===== config.mk =====
export PLATFORM = sky130hd
export DESIGN_NAME = bcd_conv_arbiter
export DESIGN_NICKNAME = d
export VERILOG_FILES = /design/src/rtl/bcd_conv_arbiter_pkg.sv /design/src/rtl/bcd_conv_arbiter_binary_to_bcd.sv /design/src/rtl/bcd_conv_arbiter.sv
export SDC_FILE = /design/constraint.sdc
export NUM_CORES = 1
export LEC_CHECK = 0
export BUFFER_PORTS_ARGS = -buffer_cell sky130_fd_sc_hd__clkbuf_2
export CORE_MARGIN = 10
export CORE_UTILIZATION = 54
export CTS_BUF_LIST = sky130_fd_sc_hd__clkbuf_2 sky130_fd_sc_hd__clkbuf_4 sky130_fd_sc_hd__clkbuf_8
export CTS_CLUSTER_SIZE = 30
export DETAILED_ROUTE_END_ITERATION = 10
export MAX_ROUTING_LAYER = met4
export PLACE_DENSITY = 0.83
export SYNTH_ARGS = -nofsm -noshare
export SYNTH_HDL_FRONTEND = slang
export SYNTH_SLANG_ARGS = --single-unit

===== constraint.sdc =====
create_clock -name clk -period 2.82 [get_ports clk]
set_clock_uncertainty 0.1 [all_clocks]
set_input_delay 0.564 -clock clk [delete_from_list [all_inputs] [get_ports clk]]
set_output_delay 0.564 -clock clk [all_outputs]
set_load 0.03 [all_outputs]

===== src/rtl/bcd_conv_arbiter_pkg.sv =====
// Purpose: shared widths, FSM state type and round-robin helper for the BCD conversion arbiter.
// Latency: n/a (types, constants and a combinational function only).
// Backpressure: n/a.
package bcd_pkg;

    localparam int BIN_W   = 5;   // binary operand width accepted by the converter
    localparam int BCD_W   = 8;   // two packed BCD digits: tens [7:4], units [3:0]
    localparam int MAX_REQ = 8;   // widest requester vector next_rr can search

    typedef enum logic [1:0] {
        IDLE = 2'd0,
        CONV = 2'd1,
        RESP = 2'd2
    } state_t;

    // First set bit of valid searching ptr, ptr+1, ... modulo n.
    // Returns 0 when nothing is valid; callers qualify with |valid.
    function automatic logic [2:0] next_rr(input logic [2:0]         ptr,
                                           input logic [MAX_REQ-1:0] valid,
                                           input int                 n);
        logic [2:0] g;
        logic       found;
        int         idx;
        g     = '0;
        found = 1'b0;
        for (int k = 0; k < MAX_REQ; k++) begin
            idx = (int'(ptr) + k) % n;
            if (k < n && !found && valid[idx]) begin
                g     = 3'(idx);
                found = 1'b1;
            end
        end
        return g;
    endfunction

endpackage


===== src/rtl/bcd_conv_arbiter_binary_to_bcd.sv =====
// Purpose: combinational 5-bit binary to two-digit packed BCD converter.
// Latency: 0 cycles (pure combinational).
// Backpressure: none; output follows input.
// Ports: binary_input (0..31), bcd_output ({tens, units}).
module binary_to_bcd
    import bcd_pkg::*;
(
    input  logic [BIN_W-1:0] binary_input,
    output logic [BCD_W-1:0] bcd_output
);

    logic [3:0] tens;
    logic [3:0] units;

    // Operand never exceeds 31, so a three-step compare/subtract covers every tens digit.
    always_comb begin
        tens  = 4'd0;
        units = 4'(binary_input);
        if (binary_input >= 5'd30) begin
            tens  = 4'd3;
            units = 4'(binary_input - 5'd30);
        end else if (binary_input >= 5'd20) begin
            tens  = 4'd2;
            units = 4'(binary_input - 5'd20);
        end else if (binary_input >= 5'd10) begin
            tens  = 4'd1;
            units = 4'(binary_input - 5'd10);
        end
    end

    assign bcd_output = {tens, units};

endmodule


===== src/rtl/bcd_conv_arbiter.sv =====
// Purpose: round-robin shares one binary_to_bcd converter among NUM_REQ valid/ready requesters.
// Latency: request handshake in cycle N -> rsp_valid in cycle N+2; one conversion per 3 cycles peak.
// Backpressure: result held in RESP until rsp_ready; no requester is accepted outside IDLE.
// Ports: req_valid/req_ready/req_data per requester (operand i at [i*BIN_W +: BIN_W]);
//        rsp_valid/rsp_ready/rsp_id/rsp_bcd response; busy (state != IDLE);
//        conv_count saturating count of accepted responses.
module bcd_conv_arbiter #(
    parameter int NUM_REQ = 4,
    parameter int ID_W    = 2,
    parameter int BIN_W   = bcd_pkg::BIN_W,
    parameter int BCD_W   = bcd_pkg::BCD_W,
    parameter int CNT_W   = 16
) (
    input  logic                     clk,
    input  logic                     rst_n,
    input  logic [NUM_REQ-1:0]       req_valid,
    output logic [NUM_REQ-1:0]       req_ready,
    input  logic [NUM_REQ*BIN_W-1:0] req_data,
    output logic                     rsp_valid,
    input  logic                     rsp_ready,
    output logic [ID_W-1:0]          rsp_id,
    output logic [BCD_W-1:0]         rsp_bcd,
    output logic                     busy,
    output logic [CNT_W-1:0]         conv_count
);

    import bcd_pkg::*;

    state_t             state_q;
    logic [ID_W-1:0]    rr_ptr_q;
    logic [ID_W-1:0]    id_q;
    logic [BIN_W-1:0]   op_q;
    logic [BCD_W-1:0]   bcd_q;
    logic               rsp_valid_q;
    logic [CNT_W-1:0]   cnt_q;

    logic [ID_W-1:0]    grant;
    logic [BIN_W-1:0]   grant_dat;
    logic [BCD_W-1:0]   conv_bcd;
    logic               any_vld;

    function automatic logic [ID_W-1:0] rr_pick(input logic [ID_W-1:0]    ptr,
                                                input logic [NUM_REQ-1:0] vld);
        return ID_W'(next_rr(3'(ptr), 8'(vld), NUM_REQ));
    endfunction

    assign any_vld = |req_valid;
    assign grant   = rr_pick(rr_ptr_q, req_valid);

    always_comb begin
        grant_dat = '0;
        for (int i = 0; i < NUM_REQ; i++) begin
            if (grant == ID_W'(i)) begin
                grant_dat = req_data[i*BIN_W +: BIN_W];
            end
        end
    end

    // Ready is a function of valid only; gating with rst_n keeps it low while reset is held.
    always_comb begin
        req_ready = '0;
        if (rst_n && state_q == IDLE && any_vld) begin
            req_ready[grant] = 1'b1;
        end
    end

    binary_to_bcd u_conv (
        .binary_input (op_q),
        .bcd_output   (conv_bcd)
    );

    always_ff @(posedge clk or negedge rst_n) begin
        if (!rst_n) begin
            state_q     <= IDLE;
            rr_ptr_q    <= '0;
            id_q        <= '0;
            op_q        <= '0;
            bcd_q       <= '0;
            rsp_valid_q <= 1'b0;
            cnt_q       <= '0;
        end else begin
            case (state_q)
                IDLE: begin
                    // Any valid implies the granted ready is high, so this is the handshake.
                    if (any_vld) begin
                        op_q     <= grant_dat;
                        id_q     <= grant;
                        rr_ptr_q <= grant + 1'b1;   // power-of-two NUM_REQ wraps naturally
                        state_q  <= CONV;
                    end
                end
                CONV: begin
                    bcd_q       <= conv_bcd;
                    rsp_valid_q <= 1'b1;
                    state_q     <= RESP;
                end
                RESP: begin
                    if (rsp_ready) begin
                        rsp_valid_q <= 1'b0;
                        if (cnt_q != {CNT_W{1'b1}}) begin
                            cnt_q <= cnt_q + CNT_W'(1);
                        end
                        state_q <= IDLE;
                    end
                end
                default: begin
                    state_q <= IDLE;
                end
            endcase
        end
    end

    assign rsp_valid  = rsp_valid_q;
    assign rsp_id     = id_q;
    assign rsp_bcd    = bcd_q;
    assign busy       = (state_q != IDLE);
    assign conv_count = cnt_q;

endmodule


== Word-level counts from Yosys, hierarchy flattened ==
Index checks and enable logic that the tools add are counted.
Cells by class
  equal/unequal tests: 8
  add/sub/neg operators: 8
  reductions and logical operators: 21
  $lt $le $gt $ge: 9
  multiplexer cells: 36
  bitwise operators: 3
Operator list (count)
  2-to-1 mux 4 bit: 6
  2-to-1 mux 5 bit: 4
  adder 16 x 1 -> 16 bit (second input constant): 1
  inequality test 16 bit (second input constant): 1
  < comparator 3 x 5 -> 1 bit (second input constant): 3
  2-to-1 mux 1 bit: 13
  2-to-1 mux 2 bit: 6
  >= comparator 5 bit (second input constant): 2
  binary-select mux 1 bit (select 3 bit): 3
  subtractor 4 bit (second input constant): 2
  == test 2 bit (second input constant): 3
  logical AND 1 bit: 6
  case mux 2 bit (3 select lines): 1
  AND reduction 2 bit: 3
  OR reduction 2 bit: 3
  >= comparator 5 x 4 -> 1 bit (second input constant): 1
  adder 2 x 1 -> 2 bit (second input constant): 2
  adder 2 bit (second input constant): 2
  == test 2 x 1 -> 1 bit (second input constant): 2
  zero test 2 bit: 2
  < comparator 2 x 4 -> 1 bit (second input constant): 1
  inequality test 2 bit (second input constant): 2
  nonzero test 2 bit: 2
  OR reduction 4 bit: 1
  other kinds (9): 13
Word-level totals
  input port bits: 27
  bits in registers: 36
  logic and storage cells: 92
  output and inout port bits: 32

== Logic depth before layout (Yosys ltp) ==
Gate-level depths: netlist of the first run.
  word-level depth: 19
  depth in mapped cells: 9
  mapped depth without buffers: 9

== By module ==
From an unflattened synthesis of the first run, not the netlist that was laid out.
Second synthesis, totals
  cells, all modules: 205
  area total of the unflattened synthesis: 2138.3 µm²
Modules (own cells, without submodules)
  bcd_conv_arbiter: area an instance 1859.3 µm², cells an instance 172, instances 1
  binary_to_bcd: area an instance 279.0 µm², cells an instance 33, instances 1

== Worst setup path after synthesis of the first run ==
OpenSTA, ideal clock, no wires.
  path type: input port to output port
  start: in req_valid[2]
  end: out req_ready[3]
  path slack: 0.184 ns
  data required time: 2.156 ns
  cell stages on the path: 6
  arrival: 1.972 ns
  cell sequence: nand2_1 nor2_1 a311oi_1 ha_1 clkbuf_1 and3_1
Between the ends
  cells in the longest elaborated chain, start to end: 17
  elaborated cells on any way between the ends: 32
  classes of those cells: 2 x order compare; 21 x mux; 9 x reduce/logical
Ends and longest elaborated chain
  start: declaration: RTL line bcd_conv_arbiter.sv:16  | input logic [NUM_REQ-1:0] req_valid,
  binary-select mux 1 bit (select 2 bit): RTL line bcd_conv_arbiter_pkg.sv:28  | if (k < n && !found && valid[idx]) begin
  2-to-1 mux 1 bit (implied by the code): RTL line bcd_conv_arbiter_pkg.sv:28
  2-to-1 mux 1 bit: RTL line bcd_conv_arbiter_pkg.sv:28
  zero test 1 bit: RTL line bcd_conv_arbiter_pkg.sv:28
  logical AND 1 bit: RTL line bcd_conv_arbiter_pkg.sv:28
  2-to-1 mux 1 bit: RTL line bcd_conv_arbiter_pkg.sv:28
  zero test 1 bit: RTL line bcd_conv_arbiter_pkg.sv:28
  logical AND 1 bit: RTL line bcd_conv_arbiter_pkg.sv:28
  [2 not listed]
  logical AND 1 bit: RTL line bcd_conv_arbiter_pkg.sv:28
  2-to-1 mux 2 bit (*): RTL line bcd_conv_arbiter_pkg.sv:28
  via grant[0]: RTL line bcd_conv_arbiter.sv:37  | logic [ID_W-1:0] grant;
  < comparator 2 x 3 -> 1 bit (implied by the code) or >= comparator 2 x 1 -> 1 bit (tied branches): RTL line bcd_conv_arbiter.sv:63  | req_ready[grant] = 1'b1;
  logical AND 1 bit (implied by the code): RTL line bcd_conv_arbiter.sv:63
  2-to-1 mux 1 bit (implied by the code): RTL line bcd_conv_arbiter.sv:63
  demux 1 bit (select 2 bit) (*): RTL line bcd_conv_arbiter.sv:63
  2-to-1 mux 4 bit (*): RTL line bcd_conv_arbiter.sv:62  | if (rst_n && state_q == IDLE && any_vld) begin
  end: declaration: RTL line bcd_conv_arbiter.sv:17  | output logic [NUM_REQ-1:0] req_ready,
The timed path passes the listed nets; every way through them passes the cells marked *. The select of a mux whose other input is x is not followed.

== Worst setup path after layout of the first run ==
  start: reg rr_ptr_q[1]
  end: out req_ready[1]
Between the ends
  cells in the longest elaborated chain, start to end: 19
  elaborated cells on any way between the ends: 39
  classes of those cells: 3 x add/sub; 2 x order compare; 21 x mux; 3 x bitwise; 10 x reduce/logical
Ends and longest elaborated chain
  start: declaration: RTL line bcd_conv_arbiter.sv:30  | logic [ID_W-1:0] rr_ptr_q;
  start signal: assignment: RTL line bcd_conv_arbiter.sv:88  | rr_ptr_q <= grant + 1'b1;
  adder 2 x 1 -> 2 bit: RTL line bcd_conv_arbiter_pkg.sv:27  | idx = (int'(ptr) + k) % n;
  OR reduction 2 bit (no source line)
  AND 1 bit (no source line)
  binary-select mux 1 bit (select 3 bit): RTL line bcd_conv_arbiter_pkg.sv:28
  2-to-1 mux 1 bit (implied by the code) (2 in a row): RTL line bcd_conv_arbiter_pkg.sv:28
  logical AND 1 bit: RTL line bcd_conv_arbiter_pkg.sv:28
  2-to-1 mux 1 bit: RTL line bcd_conv_arbiter_pkg.sv:28
  zero test 1 bit: RTL line bcd_conv_arbiter_pkg.sv:28
  [3 not listed]
  logical AND 1 bit: RTL line bcd_conv_arbiter_pkg.sv:28
  2-to-1 mux 2 bit (*): RTL line bcd_conv_arbiter_pkg.sv:28
  via grant[0]: RTL line bcd_conv_arbiter.sv:37
  < comparator 2 x 3 -> 1 bit (implied by the code) or >= comparator 2 x 1 -> 1 bit (tied branches): RTL line bcd_conv_arbiter.sv:63
  logical AND 1 bit (implied by the code): RTL line bcd_conv_arbiter.sv:63
  2-to-1 mux 1 bit (implied by the code): RTL line bcd_conv_arbiter.sv:63
  demux 1 bit (select 2 bit) (*): RTL line bcd_conv_arbiter.sv:63
  2-to-1 mux 4 bit (*): RTL line bcd_conv_arbiter.sv:62
Marks and branches as above.

==> flow_summary.json, run 1 <==
{
  "p_leak_nw": 1.26,
  "die_y_um": 81.5,
  "synth_largest_area_cell": "dfrtp_1",
  "grtUsageTotal_pct": 16.1,
  "die_area_mm2": 0.00665,
  "worstPathCellList": "nand2b_1 -> a311oi_1 -> buf_4 -> ha_1 -> and3_1 -> clkbuf_2",
  "clkSinkCount": 34,
  "swShare_pct": 45.0,
  "num_antenna_cells": 0,
  "cts_tree": "yes",
  "synth.distinct_cells": 46,
  "p_total_mw": 2.47,
  "ir_worst_vdd_v": 0.000689,
  "yosysSeqAreaShare_pct": 41.6,
  "finalHoldViolations": 0,
  "dr.first_iter.drc_count": 127,
  "r2r_slack_ns": 0.43,
  "wl_per_cell_um": 15.5,
  "postCtsHoldBufs": 0,
  "ys_ff_latch": 34,
  "ant_nets": 0,
  "antenna_found_initial": 0,
  "core_area_mm2": 0.00366,
  "fill_cells": 313,
  "cts_htree_levels": 2,
  "syn_area_mm2": 0.00204,
  "layout-drive-gt1-share_pct": 29.2,
  "power_frac_clock_pct": 15.7,
  "yosysWarningCount": 0,
  "cts_buffer_depth": 2,
  "hp-class": "in2async",
  "setup_tns_ns": 0,
  "power.share.combinational_pct": 50.1,
  "crit_path_end_kind": "output pin",
  "wirelength_um": 4980,
  "dp_hpwl_um": 3790,
  "timing.rr.start": "rr_ptr_q[1]",
  "cts_buffers": 5,
  "gp_congestion": 0.868,
  "path_buf_inv": 2,
  "synth.top_cell.area_share_pct": 41.6,
  "fp-row-count": 22,
  "grt_start_max_net_pins": 27,
  "rsz0062_at_grt": "no",
  "die_w_um": 81.5,
  "gr-total-overflow": 0,
  "vias": 1831,
  "p_int_mw": 1.36,
  "setup_viol_count_final": 0,
  "finalCritPeriodShare_pct": 95.0,
  "crit_family": "flip-flops",
  "clkTransAtPathRegs_ns": 0.07,
  "path_class": "reg2out",
  "worstMarginPinSlew_ns": 0.509,
  "power_density_mw_per_mm2": 999,
  "critPathLaunchType": "flop",
  "path_max_fanout": 7,
  "cts_resized": 0,
  "r2r_cells": 9,
  "top_level_ports": 59,
  "first_pass_iters": 4,
  "layoutNonFillerInstCount": 322,
  "cap_viol_max_count": 0,
  "syn_to_final_growth_pct": 21.0,
  "clock_latency_ns": 0.29,
  "drc": 0,
  "vias_per_cell": 5.69,
  "worstPathRequired_ns": 2.16,
  "seqPwrFrac_pct": 34.2,
  "root_buffer": "clkbuf_8",
  "nNetsFinal": 309,
  "port_buffers": 56,
  "synth_area_leaders": "dfrtp_1, ha_1, xor2_1",
  "async_flop_share_pct": 100,
  "dp_cells": 314,
  "cp_slowest_cell": "dfrtp_1",
  "synth_flop_cell": "dfrtp_1",
  "status": "finished, final reports clean",
  "syn_inst": 214,
  "period_needed_ns": 2.68,
  "grt_pass1_vias": 1777,
  "switchingPower_mw": 1.11,
  "grt_pass1_wl_um": 8220,
  "r2r_end": "op_q[4]",
  "fmax_mhz": 373,
  "postCtsSetupBuffers": 0,
  "arrival_ns": 2.02,
  "maxSlewViolCount": 0,
  "slew_headroom_pct": 65.8,
  "syn_area_per_cell_um2": 9.55,
  "synth_edf_count": 0,
  "cpPeakStageDelay_ns": 0.43,
  "initial_core_util_pct": 55.8
}
-- layout make-up --
cell class	instances	area, um2	share of cell area, %
multi-input cells	156	1090	44.2
flip-flops and latches	34	851	34.4
repair buffers	61	318	12.8
clock buffers	7	90.1	3.64
well taps	48	60.1	2.43
inverters	15	56.3	2.28
clock inverters	1	5.00	0.202
-- kinds of logic (layout without fill, tap and decap cells) --
logic type,count (synthesis),count (layout),share of synthesized area [%]
AOI/OAI and AO/OA,46,46,16.0
xor gates and xnor gates,13,13,5.57
adders and majority gates,9,9,5.51
buffers and inverters,25,84,5.08
DFF,34,34,41.6
muxes,7,7,3.92
other,1,2,0.183
and+or+nand+nor,79,79,22.1
-- Yosys cell counts, drive strengths merged (3+ instances only) --
| library cell | n |
|---|---|
| nand2 | 18 |
| xnor2 | 5 |
| buf | 4 |
| a211o | 6 |
| nand2b | 7 |
| dfrtp | 34 |
| a21oi | 10 |
| nor4 | 5 |
| nand3 | 3 |
| o21ai | 4 |
| or2 | 3 |
| and3 | 8 |
| a31oi | 6 |
| xor2 | 8 |
| a221oi | 6 |
| ha | 9 |
| nand4 | 8 |
| clkbuf | 6 |
| mux2 | 5 |
| nor2 | 14 |
| inv | 15 |
| nor3 | 6 |
-- cell usage in the layout, fill, tap and decap left out, drive strengths merged, types with 7 or more instances in the layout --
cell type / instances
ha: 9
clkbuf: 63
dfrtp: 34
inv: 15
a21oi: 10
nand4: 8
nand2: 18
nor2: 14
nand2b: 7
xor2: 8
and3: 8
-- sequential cells by signal, summed over array words and instances (netlist names) --
name,count
rsp_bcd,6
rsp_id,2
rr_ptr_q,2
state_q,2
conv_count,16
op_q,5
rsp_valid,1
-- through the flow --
stage          utilization, %  worst slack [ns]  area [um2]  hold slack, ns
6_report                 67.6             0.141        2470          0.0543
5_1_grt                  67.6            0.0478        2470          0.0602
4_1_cts                  67.6             0.152        2470          0.0574
3_5_place_dp             65.0             0.228        2380           0.368
3_3_place_gp             65.0             0.288        2380           0.357
2_1_floorplan               -             0.184        2050           0.168
-- worst reg2reg max path: stages, from the launching register on --
cell and delay (ns):
dfrtp_1 0.43, nand2b_1 0.19, o2bb2ai_1 0.15, o22a_1 0.20, inv_1 0.08, ha_1 0.28
nor2b_1 0.31, a221oi_1 0.13, a211o_1 0.30, a31oi_1 0.15
-- power by group through the flow --
stage | clock network, mW | logic [mW] | registers (mW)
after floorplan | 0 | 0.783 | 0.971
after global placement | 0 | 1.21 | 0.842
after detailed placement | 0 | 1.24 | 0.851
after CTS | 0.391 | 1.25 | 0.844
after global routing | 0.413 | 1.37 | 0.878
final | 0.388 | 1.24 | 0.845
-- per-layer routing --
metal  vias to the layer above  wire (um)  GRT usage (%)
met5                         -          0              -
met3                        11        245           4.37
met4                         0         97           6.06
li1                        897          -              -
met2                        58       2530           26.1
met1                       865       2100           18.6
-- worst max-delay path by stage --
stage | slack (ns) | from | end | depth (start not counted)
after global routing | 0.05 | rr_ptr_q[1] | req_ready[1] | 7
after global placement | 0.29 | req_valid[3] | req_ready[1] | 8
final | 0.14 | rr_ptr_q[1] | req_ready[1] | 6
after detailed placement | 0.23 | req_valid[3] | req_ready[1] | 8
after floorplan | 0.18 | req_valid[2] | req_ready[3] | 6
after CTS | 0.15 | rr_ptr_q[1] | req_ready[1] | 6
Note: power is estimated with default switching activity, not from simulation.
==> inputs of run 2 (changes only) <==
- PLACE_DENSITY: 0.83 -> 0.82
- SYNTH_HIERARCHICAL: not set -> 1
==> run 2 against run 1 <==
Die area rose by 3.5%; clock power fell by 2%; combinational power is 15% higher; via count shrank 4.3%; final area increased by 4.4%; total power grew 9.6%; register-to-register slack is essentially flat; fmax rose by 0.11%; sequential cell count grew 2; sequential power is 6.5% higher; hold slack gained 0.23 ns; non-clock buffer count grew 3; largest cell class unchanged; highest routed layer unchanged.
==> flow_summary.json, run 2 <==
{
  "p_total_mw": 2.71,
  "port_buffers": 58,
  "postCtsSetupBuffers": 0,
  "dp_hpwl_um": 3810,
  "timing.rr.start": "rr_ptr_q[1]",
  "cts_tree": "yes",
  "core_area_mm2": 0.00374,
  "multi_input_area_mm2": 0.00113,
  "yosysMostFrequentCell": "dfrtp_1",
  "grt_most_used_layer": "met2",
  "postCtsHoldBufs": 0,
  "path_max_fanout": 7,
  "power_density_mw_per_mm2": 1050,
  "grt_pass1_vias": 1701,
  "cts_buffer_depth": 2,
  "mostFrequentLayoutCells": "clkbuf_2, dfrtp_1, inv_1, mux2_2, nand2_1",
  "root_buffer": "clkbuf_8",
  "cts_resized": 0,
  "slew_headroom_pct": 53.0,
  "setup_tns_ns": 0,
  "wirelength_um": 4780,
  "fill_cells": 315,
  "antenna_found_initial": 0,
  "clock_latency_ns": 0.28,
  "seqCellArea_um2": 901,
  "fmax_mhz": 374,
  "syn_to_final_growth_pct": 20.7,
  "vias": 1752,
  "status": "finished, final reports clean",
  "die_area_mm2": 0.00688,
  "hp-class": "in2async",
  "synth_edf_count": 0,
  "ant_nets": 0,
  "die_y_um": 82.9,
  "r2r_slack_ns": 0.42,
  "synth.top_cell.area_share_pct": 42.1,
  "syn_inst": 205,
  "worstPathCellList": "mux2i_1 -> nor2_1 -> a311oi_1 -> buf_4 -> ha_1 -> and3_1 -> clkbuf_2",
  "grtUsageTotal_pct": 14.2,
  "r2r_cells": 9,
  "largest_reg_flops": 16,
  "initial_core_util_pct": 57.1,
  "clkSinkCount": 36,
  "drc": 0,
  "critPathLaunchType": "flop",
  "cp_slowest_cell": "dfrtp_1",
  "dr.first_iter.drc_count": 77,
  "cpPeakStageDelay_ns": 0.43,
  "cts_buffers": 5,
  "grt_pass1_wl_um": 8060,
  "place_ws_ns": 0.184,
  "synth_area_leaders": "dfrtp_1, mux2_2, ha_1",
  "finalCritPeriodShare_pct": 94.9,
  "gr-total-overflow": 0,
  "maxSlewViolCount": 0,
  "synth_largest_area_cell": "dfrtp_1",
  "async_flop_share_pct": 100,
  "nNetsFinal": 305,
  "worstPathRequired_ns": 2.16,
  "gp_congestion": 0.851,
  "synth_flop_cell": "dfrtp_1",
  "fp-row-count": 22,
  "cap_viol_max_count": 0,
  "p_leak_nw": 1.36,
  "crit_path_end_kind": "output pin",
  "cts_htree_levels": 2,
  "synth_common_cells": "dfrtp_1, inv_1, mux2_2",
  "layout-drive-gt1-share_pct": 35.3,
  "vias_per_cell": 5.53,
  "worstMarginPinSlew_ns": 0.704,
  "ir_worst_vdd_v": 0.000588,
  "wl_per_cell_um": 15.1,
  "path_class": "reg2out",
  "syn_area_mm2": 0.00214,
  "die_w_um": 82.9,
  "met3_usage_pct": 4.20,
  "yosysWarningCount": 6,
  "fin_ws_ns": 0.144,
  "syn_area_per_cell_um2": 10.4,
  "clkTransAtPathRegs_ns": 0.07,
  "path_buf_inv": 2,
  "crit_family": "flip-flops",
  "arrival_ns": 2.01,
  "setup_viol_count_final": 0,
  "top_level_ports": 59,
  "period_needed_ns": 2.68,
  "r2r_end": "op_q[4]",
  "grt_start_max_net_pins": 37,
  "use_met2_pct": 24.3,
  "finalHoldViolations": 0,
  "num_antenna_cells": 0,
  "yosysSeqAreaShare_pct": 42.1,
  "ys_ff_latch": 36,
  "final_common_cell": "clkbuf_2",
  "first_pass_iters": 4,
  "met1_usage_pct": 15.0,
  "rsz0062_at_grt": "no",
  "synth.distinct_cells": 47
}
[run 2: final cells by class]
class	instances	share of cell area, %
multi-input combinational	146	43.8
sequential	36	34.9
timing repair buffer	64	13.0
clock buffer	8	3.78
tap	48	2.33
inverter	15	2.18
[run 2: routing by layer]
| metal | part of all wire [%] | up-vias | wire length, um |
|---|---|---|---|
| li1 | - | 858 | - |
| met1 | 40 | 845 | 1920 |
| met2 | 54 | 42 | 2570 |
| met3 | 4.7 | 7 | 224 |
| met4 | 1.4 | 0 | 65 |
| met5 | 0 | - | 0 |
[run 2: cells by family after synthesis]
logic type | count (synthesis) | share of synthesized area, %
other | 1 | 0.175
XOR/XNOR | 15 | 6.14
multiplexers | 17 | 8.89
AO/OA/AOI/OAI | 34 | 11.9
flip-flops | 36 | 42.1
AND/OR/NAND/NOR | 68 | 19.7
adder cells (fa/ha/maj) | 10 | 5.85
buffers and inverters | 24 | 5.15
[run 2: power by group]
| part | leakage (nW) | internal (mW) | switching (mW) |
|---|---|---|---|
| registers | 0.450 | 0.704 | 0.196 |
| logic | 0.859 | 0.625 | 0.802 |
| clock network | 0.0523 | 0.218 | 0.164 |
[run 2: how the worst max path moves through the flow]
stage / start / end / depth (start not counted)
global route: rr_ptr_q[1] / req_ready[1] / 7
floorplan: req_valid[2] / req_ready[3] / 6
global placement: req_valid[0] / req_ready[1] / 8
finish: rr_ptr_q[1] / req_ready[1] / 7
detailed placement: req_valid[0] / op_q[4] / 10
CTS: rr_ptr_q[1] / req_ready[1] / 7
[run 2: through the flow]
| stage | instances | utilization (%) | instance area, um2 | hold slack (ns) |
|---|---|---|---|---|
| after floorplan | 206 | - | 2140 | 0.168 |
| after global placement | 309 | 66.3 | 2480 | 0.381 |
| after detailed placement | 309 | 66.3 | 2480 | 0.400 |
| after CTS | 317 | 69.0 | 2580 | 0.293 |
| after global routing | 317 | 69.0 | 2580 | 0.327 |
| final | 317 | 69.0 | 2580 | 0.282 |
